===== src/rtl/s3g_tx.sv =====
`timescale 1ns/1ps
// s3g_tx: latches one response payload and sends it to the UART as
// START_BYTE, L, payload[0..L-1], CRC8 (Maxim, reflected 0x8C, init 0).
module s3g_tx #(
  parameter logic [7:0] START_BYTE = 8'hD5,
  parameter int         MAX_LEN    = 16
) (
  input  logic       clk,
  input  logic       rst,
  input  logic       packet_wr,
  input  logic [7:0] payload_len,
  input  logic [7:0] buf0,
  input  logic [7:0] buf1,
  input  logic [7:0] buf2,
  input  logic [7:0] buf3,
  input  logic [7:0] buf4,
  input  logic [7:0] buf5,
  input  logic [7:0] buf6,
  input  logic [7:0] buf7,
  input  logic [7:0] buf8,
  input  logic [7:0] buf9,
  input  logic [7:0] buf10,
  input  logic [7:0] buf11,
  input  logic [7:0] buf12,
  input  logic [7:0] buf13,
  input  logic [7:0] buf14,
  input  logic [7:0] buf15,
  output logic       busy,
  output logic [7:0] uart_data,
  output logic       uart_wr,
  input  logic       uart_busy
);

  localparam int IW = (MAX_LEN > 1) ? $clog2(MAX_LEN) : 1;
  localparam int LW = $clog2(MAX_LEN + 1);

  typedef enum logic [2:0] {
    S_IDLE, S_START, S_LEN, S_DATA, S_CRC, S_WAIT
  } state_t;

  state_t        state, state_d, ret_q, ret_d;
  logic [7:0]    pay_q [MAX_LEN];
  logic [7:0]    buf_in [16];
  logic [LW-1:0] len_q, len_in;
  logic [IW-1:0] idx_q;
  logic [7:0]    crc_q, hold_q, tx_byte;
  logic          send;

  assign buf_in = '{buf0, buf1, buf2, buf3, buf4, buf5, buf6, buf7,
                    buf8, buf9, buf10, buf11, buf12, buf13, buf14, buf15};

  function automatic logic [7:0] crc8_upd(input logic [7:0] c, input logic [7:0] d);
    logic [7:0] x;
    x = c ^ d;
    for (int i = 0; i < 8; i++) begin
      x = x[0] ? ((x >> 1) ^ 8'h8C) : (x >> 1);
    end
    return x;
  endfunction

  always_comb begin
    len_in = (payload_len > 8'(MAX_LEN)) ? LW'(MAX_LEN) : payload_len[LW-1:0];
  end

  // Handshake: uart_wr is a one-cycle strobe issued only while uart_busy=0,
  // uart_data is valid in that same cycle, and the UART may raise uart_busy
  // up to one cycle later -- S_WAIT absorbs that latency before the next send.
  always_comb begin
    state_d = state;
    ret_d   = ret_q;
    send    = 1'b0;
    tx_byte = hold_q;
    case (state)
      S_IDLE: if (packet_wr) state_d = S_START;
      S_START: begin
        tx_byte = START_BYTE;
        ret_d   = S_LEN;
        send    = !uart_busy;
      end
      S_LEN: begin
        tx_byte = 8'(len_q);
        ret_d   = (len_q != '0) ? S_DATA : S_CRC;
        send    = !uart_busy;
      end
      S_DATA: begin
        tx_byte = pay_q[idx_q];
        ret_d   = (LW'(idx_q) == len_q - LW'(1)) ? S_CRC : S_DATA;
        send    = !uart_busy;
      end
      S_CRC: begin
        tx_byte = crc_q;
        ret_d   = S_IDLE;
        send    = !uart_busy;
      end
      S_WAIT:  state_d = ret_q;
      default: state_d = S_IDLE;
    endcase
    if (send) state_d = S_WAIT;
    else      ret_d   = ret_q;
  end

  always_ff @(posedge clk) begin
    if (rst) begin
      state  <= S_IDLE;
      ret_q  <= S_IDLE;
      busy   <= 1'b0;
      len_q  <= '0;
      idx_q  <= '0;
      crc_q  <= 8'h00;
      hold_q <= 8'h00;
      for (int i = 0; i < MAX_LEN; i++) pay_q[i] <= 8'h00;
    end else begin
      state <= state_d;
      ret_q <= ret_d;
      busy  <= (state_d != S_IDLE);
      if (state == S_IDLE && packet_wr) begin
        len_q <= len_in;
        idx_q <= '0;
        crc_q <= 8'h00;
        for (int i = 0; i < MAX_LEN; i++) pay_q[i] <= buf_in[i];
      end
      if (send) begin
        hold_q <= tx_byte;
        if (state == S_DATA) begin
          crc_q <= crc8_upd(crc_q, tx_byte);
          idx_q <= idx_q + IW'(1);
        end
      end
    end
  end

  // rst gates the strobe so an abandoned frame never emits a byte.
  assign uart_wr   = send && !rst;
  assign uart_data = uart_wr ? tx_byte : hold_q;

endmodule


===== config.mk =====
export PLATFORM = sky130hd
export DESIGN_NAME = s3g_tx
export DESIGN_NICKNAME = d
export VERILOG_FILES = /design/src/rtl/s3g_tx.sv
export SDC_FILE = /design/constraint.sdc
export NUM_CORES = 1
export LEC_CHECK = 0
export BUFFER_PORTS_ARGS = -buffer_cell sky130_fd_sc_hd__buf_4
export CORE_ASPECT_RATIO = 1.4
export CORE_UTILIZATION = 60
export CTS_CLUSTER_DIAMETER = 150
export CTS_CLUSTER_SIZE = 28
export DETAILED_ROUTE_END_ITERATION = 10
export PLACE_DENSITY = 0.92
export SLEW_MARGIN = 20
export SYNTH_ARGS = -nofsm -noshare
export SYNTH_HDL_FRONTEND = slang
export SYNTH_SLANG_ARGS = --single-unit

===== constraint.sdc =====
create_clock -name clk -period 6.6 [get_ports clk]
set_input_delay 0.99 -clock clk [delete_from_list [all_inputs] [get_ports clk]]
set_output_delay 0.99 -clock clk [all_outputs]
set_load 0.02 [all_outputs]

After elaboration in Yosys (flattened, before gate mapping). Memory sizes are Yosys's and may differ from the RTL's. A register that Yosys moved wholly into a read port is not among the register bits. Index checks and enable logic that the tools add are counted.

$add $sub $neg: 2. Order comparisons: 1. Eq/ne operators: 6. Mux-type cells: 46. Bitwise gates (word level): 25. Reduce and logical (&&, ||, !) cells: 10.

Operators with widths (number): two-way mux 8 bit (28); one-hot mux 8 bit (4 select lines) (1); NOT 2 -> 3 bit (8); two-way mux 4 bit (4); OR 1 bit (16); two-way mux 3 bit (4); one-hot mux 3 bit (4 select lines) (1); one-hot mux 3 bit (3 select lines) (1); > comparator 8 x 5 -> 1 bit (second input constant) (1); XOR 8 bit (1); equality test 3 x 2 -> 1 bit (second input constant) (2); equality test 3 bit (second input constant) (2); two-way mux 1 bit (6); equality test 4 x 5 -> 1 bit (1); two-way mux 5 bit (1); nonzero test 5 bit (1); subtractor 5 x 1 -> 5 bit (second input constant) (1); adder 4 x 1 -> 4 bit (second input constant) (1); nonzero test 4 bit (1); OR reduction 4 bit (1); equality test 3 x 1 -> 1 bit (second input constant) (1); zero test 3 bit (1); nonzero test 3 bit (1); logical AND 1 bit (2); 2 further kinds (3).

Bits in registers: 32. Memory bits (writable): 128. Input port bits: 140. Output and inout bits: 10. Memories: 1.

Memory list: pay_q (words 16, width 8, read ports 1, clocked after memory_dff 1, write ports 16, RTL line 42) `logic [7:0] pay_q [MAX_LEN];`.

Depth between registers and ports, before layout.
Word-level depth: 21. Mapped depth: 10. Mapped depth without buffers: 9.

Worst setup path after synthesis. Ideal clock, no wire load.

Path kind: reg2out. Start: register, netlist name idx_q[0]. End: output uart_data[2]. Arrival: 2266 ps. Required time: 5610 ps. Slack: 3344 ps. Cell stages (with the launch flop): 10. Buffers on the path: 2. Path through: dfxtp_1 buf_6 buf_8 mux4_2 mux4_2 nand2_1 a21oi_1 a21oi_1 o22ai_1 mux2_2.

RTL lines: to (decl) (RTL line 29) `output logic [7:0] uart_data,`.

==> results.txt <==
----------------------------------------------------
[Worst setup path]
  Required time at the worst-slack endpoint ... 5610 ps
  Critical path class ... register to output port
  Arrival time of data at the critical path endpoint ... 3450 ps
  Critical path's slowest cell ... sky130_fd_sc_hd__dfxtp_2
  Nature of the critical path startpoint ... register
  Critical path origin ... idx_q[0]$_SDFF_PP0_
  Reg-to-reg critical path startpoint ... idx_q[0]$_SDFF_PP0_
  Element type at the critical path end ... output port
  Largest stage delay on the critical path ... 880 ps
  Worst path cell trace ... buf_4, mux4_2, mux2i_1, mux2_2, o21ai_1, a222oi_1, o21ai_1, buf_4
  Crit path capture ... uart_data[5]
  Depth of the worst register-to-register path ... 9
  Buffer and inverter count on the worst path ... 2
  Cell family with most CP delay ... multiplexers
  Critical path peak fanout ... 25
  Register-to-register path setup slack ... 2720 ps
  Worst r2r dst ... crc_q[1]$_SDFF_PP0_
  Levels on crit path ... 8

[GRT]
  Met3 usage ... 5.58%
  Via count of the first global-routing pass ... about 5,500
  Most used routing layer in global routing ... met2
  Global routing usage on met1 ... 32.7%
  Pin count of the biggest net entering global routing ... 91
  Met2 usage ... roughly 54%
  Global-route total usage across every layer ... 29.7%
  GR Overflow Total ... 0
  Initial antenna violation count ... 0
  Global-route wire length before repair ... approximately 29,000 microns

[Placement]
  Post-place instance area ... 9000 sq um
  Placed Instances ... 868
  Count of buffers inserted at the top-level ports ... 149
  Placer Congestion ... roughly 0.9
  HPWL Detailed ... roughly 13,000 microns

[Pwr]
  Design Power ... approximately 2.6 mW
  Power density cells ... 268 nW/um^2
  Pleak ... 3.83 nW
  Worst supply voltage drop on vdd ... 0.158 mV

[Synth]
  Number of register bits inferred by synthesis ... between 150 and 200
  Distinct cell type count after synthesis ... 64
  Ys Warns ... 0
  Number of flops mapped to enable cells by yosys ... 128
  Synth Net Count ... 742
  Avg Synthesized Cell Area ... 13.1 sq um
  Syn Std Cell Area ... slightly below 8000 sq um
  Cell count after synthesis ... roughly 600
  FFs w/ async S/R, synth ... 0%
  Portion of the post-synthesis area used by sequential elements ... 56.9%
  Ys flop type ... sky130_fd_sc_hd__edfxtp_1

[Final layout]
  Commonest non-fill, non-tap cells in the layout ... sky130_fd_sc_hd__buf_4 (152), sky130_fd_sc_hd__edfxtp_1 (128), sky130_fd_sc_hd__and2_1 (81), sky130_fd_sc_hd__nor2b_1 (52), sky130_fd_sc_hd__nor2_1 (39)
  Number of antenna cells inserted ... 0
  Most common cell after layout, fill and taps aside ... sky130_fd_sc_hd__buf_4
  Finished Cell Area ... 9650 sq um
  # nets final ... about 900
  Post-route insts no fill ... ~900
  Synthesis-to-finish area growth ... 22.5%
  Fraction of final layout cells sized beyond drive strength 1 ... 31.8%

[Worst hold path]
  Class of the worst hold path ... register to register

[STA]
  Setup skew after layout ... 15.7 ps
  Final sum of negative setup slack ... 0 ps
  Period utilisation layout ... 67.2%
  Setup repair after global routing missed its margin ... false
  Number of max-slew violations in the final report ... 0
  Worst max-slew margin expressed relative to the limit ... 36.9%
  Hold Fails Final Rpt ... 0
  Post-route worst hold slack ... 455 ps
  Final setup vio count ... 0
  Fmax ... 225 MHz
  Slew at the pin closest to its max-slew limit ... 946 ps
  Shortest clock period the worst path allows after layout ... 4440 ps

[Floorplanning]
  Chip Height ... 138 microns
  Area of the placeable core ... 12,800 sq um
  Total number of placement rows ... a little under 50
  Width of the die ... 98.8 microns
  DIE AREA ... 13,600 sq um
  Starting density of the core ... between 60 and 70%
  Number of placed I/O pins ... 150

[Detailed routing]
  Routed len/inst ... 21.5 microns
  Iteration-0 DRC Markers ... 398
  DRC violations left ... 0
  Average vias per placed instance ... slightly below 6
  Remaining number of nets flagged by the antenna check after routing ... 0
  Final WL ... 19,400 microns
  Vias post-DR ... 5,366
  DRT Pass-1 Iters ... 5

[Flow run]
  Max-cap check violation count ... 0

[Clocking]
  Cts bufs inserted ... 17
  Total clock sinks ... 160
  Clock-pin slew reported for the worst setup and hold paths after clock tree synthesis ... 70 ps
  TritonCTS clock tree ... built
  Count of cells resized by post-cts repair ... 0
  Latest clock arrival within the worst-skew pair ... 430 ps
  Root cell of the clock tree ... sky130_fd_sc_hd__clkbuf_16
  Total number of H-tree levels ... 4
  Post-CTS setup repair buffer count ... 0
  Total of hold buffers inserted after clock tree synthesis ... 0
  Clock Path Buffers ... 2

[Outcome]
  Outcome ... finished clean

----------------------------------------------------
-- Yosys cell counts, types with 2 or more instances --
| library cell | count | share of area, % |
|---|---|---|
| sky130_fd_sc_hd__nand2b_1 | 7 | 0.56 |
| sky130_fd_sc_hd__xor2_1 | 7 | 0.78 |
| sky130_fd_sc_hd__xor2_2 | 2 | 0.41 |
| sky130_fd_sc_hd__and2_1 | 81 | 6.4 |
| sky130_fd_sc_hd__o21a_1 | 2 | 0.19 |
| sky130_fd_sc_hd__mux2_2 | 4 | 0.57 |
| sky130_fd_sc_hd__nor3_1 | 8 | 0.51 |
| sky130_fd_sc_hd__nor2b_1 | 52 | 4.1 |
| sky130_fd_sc_hd__a211oi_1 | 9 | 0.86 |
| sky130_fd_sc_hd__o41ai_1 | 2 | 0.22 |
| sky130_fd_sc_hd__dfxtp_1 | 32 | 8.1 |
| sky130_fd_sc_hd__clkbuf_1 | 20 | 0.95 |
| sky130_fd_sc_hd__o22ai_1 | 5 | 0.40 |
| sky130_fd_sc_hd__o21ai_0 | 16 | 1.0 |
| sky130_fd_sc_hd__inv_1 | 8 | 0.38 |
| sky130_fd_sc_hd__nand4_1 | 2 | 0.16 |
| sky130_fd_sc_hd__mux2i_1 | 15 | 1.9 |
| sky130_fd_sc_hd__a22o_1 | 8 | 0.89 |
| sky130_fd_sc_hd__a21oi_1 | 19 | 1.2 |
| sky130_fd_sc_hd__xnor3_1 | 3 | 0.86 |
| sky130_fd_sc_hd__ha_1 | 3 | 0.48 |
| sky130_fd_sc_hd__mux4_2 | 33 | 9.4 |
| sky130_fd_sc_hd__or3_1 | 2 | 0.16 |
| sky130_fd_sc_hd__xnor2_1 | 9 | 1.0 |
| sky130_fd_sc_hd__inv_2 | 2 | 0.095 |
| sky130_fd_sc_hd__nor2_1 | 40 | 1.9 |
| sky130_fd_sc_hd__buf_2 | 7 | 0.44 |
| sky130_fd_sc_hd__buf_6 | 2 | 0.29 |
| sky130_fd_sc_hd__a22oi_1 | 2 | 0.19 |
| sky130_fd_sc_hd__o21ai_1 | 4 | 0.25 |
| sky130_fd_sc_hd__edfxtp_1 | 128 | 49 |
| sky130_fd_sc_hd__buf_8 | 2 | 0.38 |
| sky130_fd_sc_hd__nand3_1 | 6 | 0.38 |
| sky130_fd_sc_hd__nand2_1 | 27 | 1.3 |
-- logic make-up after synthesis --
family	after synthesis	share of synthesized area, %
adders and majority gates	3	0.477
xor gates and xnor gates	21	3.05
buffers and inverters	46	3.27
DFF	160	56.9
and+or+nand+nor	237	17.2
muxes	53	12.1
AOI/OAI and AO/OA	79	7.02
-- report_power, final --
part           leakage (nW)  switching [mW]  internal (mW)
Sequential             1.62          0.0425           1.18
Clock                 0.307           0.431          0.609
Combinational          1.90           0.158          0.165
Total                  3.83           0.632           1.95
-- sequential cells by signal, summed over array words and instances, names as in the netlist --
signal and flops:
pay_q 128, crc_q 8, hold_q 8, len_q 5, idx_q 4, ret_q 3
state 3, busy 1
-- worst min path at each step --
stage | end | cells past startpoint | start
4_1_cts | ret_q[2]$_SDFFE_PP0P_ | 2 | ret_q[2]$_SDFFE_PP0P_
6_report | ret_q[2]$_SDFFE_PP0P_ | 2 | ret_q[2]$_SDFFE_PP0P_
3_5_place_dp | ret_q[2]$_SDFFE_PP0P_ | 2 | ret_q[2]$_SDFFE_PP0P_
3_3_place_gp | ret_q[2]$_SDFFE_PP0P_ | 2 | ret_q[2]$_SDFFE_PP0P_
5_1_grt | ret_q[2]$_SDFFE_PP0P_ | 2 | ret_q[2]$_SDFFE_PP0P_
2_1_floorplan | ret_q[2]$_SDFFE_PP0P_ | 2 | ret_q[2]$_SDFFE_PP0P_
-- metal layers --
| layer | part of all wire [%] | up-vias |
|---|---|---|
| met5 | 0 | - |
| met4 | 4.7 | 0 |
| met3 | 4.9 | 62 |
| met2 | 56 | 253 |
| met1 | 35 | 2592 |
| li1 | - | 2459 |
-- tightest hold or removal path, cell delays in order, from the launching register on --
cell and delay [ps]:
sky130_fd_sc_hd__dfxtp_1 310, sky130_fd_sc_hd__nand2_1 50, sky130_fd_sc_hd__a21oi_1 50
-- area by class of cell --
type,count,area [sq um]
clock buffers,17,425
clock inverters,15,199
fillers,738,3160
inverters,10,37.5
multi-input cells,393,3140
flip-flops and latches,160,4490
well taps,153,191
repair buffers,153,1170
-- metrics by stage --
stage | setup slack [ps] | util [%]
CTS | 2100 | 75.1
detailed placement | 2560 | 70.2
finish | 2160 | 75.3
global placement | 2670 | 70.2
floorplan | 3340 | -
global route | 1890 | 75.3
Power figures use the tool's default switching activity.
